$ cat src/rtl/mux_rr_stream.sv
// N-channel stream multiplexer with a one-deep registered output and valid/ready
// handshakes; fixed-key select or round-robin arbitration across requesters.
module mux_rr_stream #(
  parameter int WIDTH    = 8,
  parameter int CHANNELS = 4,
  parameter int SEL_W    = 2
) (
  input  logic                      clk,
  input  logic                      reset,
  input  logic [CHANNELS*WIDTH-1:0] in_data,
  input  logic [CHANNELS-1:0]       in_valid,
  output logic [CHANNELS-1:0]       in_ready,
  input  logic                      mode,
  input  logic [SEL_W-1:0]          key,
  output logic [WIDTH-1:0]          out_data,
  output logic [SEL_W-1:0]          out_chan,
  output logic                      out_valid,
  input  logic                      out_ready
);

  logic [CHANNELS-1:0] grant;
  logic [SEL_W-1:0]    grant_idx;
  logic                grant_any;
  logic [SEL_W-1:0]    rr_ptr;
  logic                load_en;
  logic                xfer;

  logic [WIDTH-1:0]    data_p1;
  logic [SEL_W-1:0]    chan_p1;
  logic                vld_p1;

  // Successor of a channel index, wrapping at CHANNELS rather than 2**SEL_W.
  function automatic logic [SEL_W-1:0] next_ptr(input logic [SEL_W-1:0] idx);
    if (int'(idx) >= CHANNELS - 1) return '0;
    return idx + 1'b1;
  endfunction

  // Grant selection: at most one channel, chosen by key or by rotating priority.
  always_comb begin
    int idx;
    grant     = '0;
    grant_idx = '0;
    grant_any = 1'b0;
    idx       = 0;
    if (!mode) begin
      for (int i = 0; i < CHANNELS; i++) begin
        if (key == SEL_W'(i) && in_valid[i]) begin
          grant[i]  = 1'b1;
          grant_idx = SEL_W'(i);
          grant_any = 1'b1;
        end
      end
    end else begin
      for (int off = 0; off < CHANNELS; off++) begin
        idx = (int'(rr_ptr) + off) % CHANNELS;
        if (!grant_any && in_valid[idx]) begin
          grant[idx] = 1'b1;
          grant_idx  = SEL_W'(idx);
          grant_any  = 1'b1;
        end
      end
    end
  end

  // The register may take a new word when empty or when its word leaves this cycle.
  assign load_en  = !vld_p1 || out_ready;
  assign xfer     = grant_any && load_en && !reset;
  assign in_ready = xfer ? grant : '0;

  // Stage p1: output register and round-robin pointer.
  always_ff @(posedge clk) begin
    if (reset) begin
      data_p1 <= '0;
      chan_p1 <= '0;
      vld_p1  <= 1'b0;
      rr_ptr  <= '0;
    end else if (xfer) begin
      data_p1 <= in_data[int'(grant_idx)*WIDTH +: WIDTH];
      chan_p1 <= grant_idx;
      vld_p1  <= 1'b1;
      if (mode) rr_ptr <= next_ptr(grant_idx);
    end else if (out_ready) begin
      vld_p1  <= 1'b0;
    end
  end

  assign out_data  = data_p1;
  assign out_chan  = chan_p1;
  assign out_valid = vld_p1;

endmodule
$ cat config.mk
export PLATFORM = sky130hd
export DESIGN_NAME = mux_rr_stream
export DESIGN_NICKNAME = d
export VERILOG_FILES = /design/src/rtl/mux_rr_stream.sv
export SDC_FILE = /design/constraint.sdc
export NUM_CORES = 1
export LEC_CHECK = 0
export ABC_AREA = 1
export BUFFER_PORTS_ARGS = -buffer_cell sky130_fd_sc_hd__buf_2
export CAP_MARGIN = 15
export CORE_MARGIN = 2
export CORE_UTILIZATION = 28
export CTS_CLUSTER_SIZE = 25
export DETAILED_ROUTE_END_ITERATION = 6
export PLACE_DENSITY_LB_ADDON = 0.25
export SKIP_CTS_REPAIR_TIMING = 1
export SLEW_MARGIN = 40
export SYNTH_ARGS = -nofsm -noshare
export SYNTH_HDL_FRONTEND = slang
export SYNTH_SLANG_ARGS = --single-unit
$ cat constraint.sdc
create_clock -name clk -period 2.3 [get_ports clk]
set_input_delay 0.345 -clock clk [delete_from_list [all_inputs] [get_ports clk]]
set_output_delay 0.345 -clock clk [all_outputs]
set_load 0.03 [all_outputs]
==> impl_metrics.env <==
export IMPL_netlist_area_um2=1440
export IMPL_worst_ir_drop_vdd_mv=0.326
export IMPL_power_per_cell_area_nw_per_um2=535
export IMPL_synth_simple_gate_area_share_pct=53.0
export IMPL_detailed_route_wl_um=4290
export IMPL_avgViaCountPerCell=4.70
export IMPL_rows=26
export IMPL_grt_use_total_pct=14.3
export IMPL_grt_most_used_layer="met1"
export IMPL_inserted_clock_buffers=3
export IMPL_drive_above_1_share_pct=44.1
export IMPL_floorplan_core_area_um2=5040
export IMPL_detailedRoute_firstIterationViolations=72
export IMPL_gp_congestion=0.821
export IMPL_share_of_the_synthesized_area_in_the_top_cell_type_pct=19.8
export IMPL_cap_violations=0
export IMPL_n_antenna_cell=0
export IMPL_regToRegStartpoint="rr_ptr[0]"
export IMPL_ff2ff_path_depth=15
export IMPL_met2_usage_pct=21.1
export IMPL_clock_sinks=13
export IMPL_r2r_slack_ps=130
export IMPL_postSynth_topFlopCell="sky130_fd_sc_hd__dfxtp_1"
export IMPL_critical_path_class="register to primary output"
export IMPL_vertical_die_dimension_um=75.8
export IMPL_hold_viol_final=0
export IMPL_yosysMostFrequentCell="sky130_fd_sc_hd__nand2_1"
export IMPL_unrepaired_setup_endpoints_after_global_routing="true"
export IMPL_clockRootBuffer="sky130_fd_sc_hd__clkbuf_8"
export IMPL_timing_hold_worst_endpoint="out_valid"
export IMPL_cp_slowest_stage_delay_ps=320
export IMPL_timing_critical_path_required_ps=1960
export IMPL_final_setup_worst_slack_ps=10.7
export IMPL_finalSetupViolations=0
export IMPL_crit_top_cell="sky130_fd_sc_hd__buf_6"
export IMPL_yosys_area_top_type="sky130_fd_sc_hd__nand2_1"
export IMPL_critPathSlowestCell="sky130_fd_sc_hd__dfxtp_2"
export IMPL_firstDrtPassIters=4
export IMPL_post_synth_fa_ha_maj_area_fraction_pct=7.80
export IMPL_syn_area_per_cell_um2=6.20
export IMPL_grt_max_degree=15
export IMPL_antenna_found_initial=0
export IMPL_grtUsageMet3_pct=3.70
export IMPL_cp_start_kind="register"
export IMPL_fmax_ghz=0.437
export IMPL_synth_edf_count=0
export IMPL_synth_xor_xnor_area_share_pct=0
export IMPL_drc=0
export IMPL_leakage_nw=1.10
export IMPL_synth_yosys_seq_area_share_pct=18.0
export IMPL_synth_compound_area_share_pct=10.6
export IMPL_reg2reg_to="rr_ptr[1]"
export IMPL_grt_first_pass_wirelength_um=6330
export IMPL_die_width_um=75.8
export IMPL_grt_pass1_vias=1388
export IMPL_yosys_mux_area_fraction_pct=0
export IMPL_cell_count_final_fillers_out=376
export IMPL_yosys_warnings=0
export IMPL_max_slew_margin_pct=73.2
export IMPL_synth_cell_type_count=31
export IMPL_place_ws_ps=109
export IMPL_placed_cells_incl_taps=367
export IMPL_min_path_cells=4
export IMPL_synth_async_reset_ratio_pct=0
export IMPL_clock_tree_htree_level_count=1
export IMPL_clock_path_buffers=2
export IMPL_classification_of_the_worst_slack_hold_path="input pin to register"
export IMPL_dp_hpwl_um=3470
export IMPL_synth_ff_latch_count=13
export IMPL_min_from="out_ready"
export IMPL_status="finished, final reports clean"
export IMPL_route_vias_total=1766
export IMPL_endpoint_kind="primary output"
export IMPL_post_route_min_period_ps=2290
export IMPL_die_area_um2=5750
export IMPL_timing_final_max_slew_violations=0
export IMPL_detail_route_wl_per_cell_um=11.4
export IMPL_worstPathCellList="inv_2 > buf_6 > nand2_1 > nand3_2 > nand2_4 > buf_4 > a221oi_2 > o21ai_1 > a21oi_2 > nor3_4 > buf_6"
export IMPL_worst_path_clk_slew_ps=60
export IMPL_worst_skew_pair_late_latency_ps=240
export IMPL_fin_nets=358
export IMPL_groute_layer_met1_usage_pct=21.3
export IMPL_fillerInstances=557
export IMPL_setup_tns_ps=0
export IMPL_min_period_over_period_pct=99.5
export IMPL_drtAntennaViolNets=0
export IMPL_post_synth_inst_count=233
export IMPL_grt_overflow_total=0
export IMPL_synth_top_family_by_area="simple AND/OR/NAND/NOR gates"
export IMPL_worst_slew_pin_slew_ps=401
export IMPL_cts_tree="yes"
export IMPL_worst_endpoint_arrival_ps=1940
export IMPL_skew_ps=3.48
export IMPL_effective_utilization_at_floorplan_pct=28.6
export IMPL_synth_top_area_cells="sky130_fd_sc_hd__nand2_1 20%, sky130_fd_sc_hd__dfxtp_1 18%, sky130_fd_sc_hd__nand3_1 12%, sky130_fd_sc_hd__ha_1 7.8%, sky130_fd_sc_hd__nand2_2 5.6%"
export IMPL_finish_utilization_pct=41.5
export IMPL_syn_nets=284
export IMPL_flow_area_growth_from_synthesis_pct=44.9
export IMPL_post_synth_most_frequent_cells="76 x sky130_fd_sc_hd__nand2_1, 36 x sky130_fd_sc_hd__nand3_1, 18 x sky130_fd_sc_hd__inv_1, 13 x sky130_fd_sc_hd__dfxtp_1, 13 x sky130_fd_sc_hd__nand2_2"
export IMPL_ioPinCount=57
export IMPL_crit_fanout=12
export IMPL_power_consumption_w=0.00112
export IMPL_buffer_ports_inserted=56
==> state kept, by name, indices dropped and copies added, names as in the netlist <==
register and count:
out_chan 2, out_data 8, rr_ptr 2, out_valid 1
==> worst max-delay path: cells and delay by family (launching register included) <==
family | cells | cell delay, ps
buffers and inverters | 4 | 530
AOI/OAI and AO/OA | 3 | 530
DFF | 1 | 320
and+or+nand+nor | 4 | 320
==> power breakdown <==
group | total, W | switching, W | internal [W] | leakage, nW
Clock | 0.000200 | 0.0000777 | 0.000122 | 0.0228
Sequential | 0.000277 | 0.0000161 | 0.000261 | 0.109
Combinational | 0.000643 | 0.000403 | 0.000240 | 0.973
Total | 0.00112 | 0.000497 | 0.000623 | 1.10
==> cell usage in the layout, fill, tap and decap left out, drive strengths merged, types with 4 or more instances in the layout <==
cell type  instances
inv               24
nand2             93
nor2              14
a21oi              8
clkbuf             4
nand4              4
dfxtp             13
o21ai              9
buf               75
nand3             40
nor3               6
ha                 9
==> per-stage QoR <==
step | area [um2] | hold WS [ps]
after floorplan | 1510 | 492
after global placement | 1920 | 456
after detailed placement | 1920 | 463
after CTS | 1960 | 369
after global routing | 2090 | 371
final | 2090 | 369
==> cell type report <==
type                       instances  area, um2  share of cell area [%]
multi-input combinational        190       1140                    54.4
tap                               70       87.6                    4.19
inverter                          24        100                    4.78
clock buffer                       4       45.0                    2.15
timing repair buffer              75        459                    21.9
sequential                        13        263                    12.6
==> worst max path at each step <==
stage,start,to,slack [ps]
finish,rr_ptr[0],in_ready[1],10
CTS,rr_ptr[0],in_ready[2],-160
detailed placement,rr_ptr[0],in_ready[2],110
global placement,rr_ptr[0],in_ready[2],170
global route,rr_ptr[0],in_ready[3],-110
floorplan,rr_ptr[0],in_ready[3],30
==> metal layers <==
layer,vias to the layer above,part of all wire (%),wire [um]
met4,0,1.2,53
met5,-,0,0
met3,6,5.9,255
met1,797,47,2020
li1,915,-,-
met2,48,46,1960
==> cells by family (layout without fill, tap and decap cells) <==
kind of cell,count (synthesis),count (layout)
adder cells (fa/ha/maj),9,9
buffers and inverters,30,103
AND/OR/NAND/NOR,157,157
AO/OA/AOI/OAI,24,24
flip-flops,13,13
No activity file was read; power rests on OpenSTA's default activity.
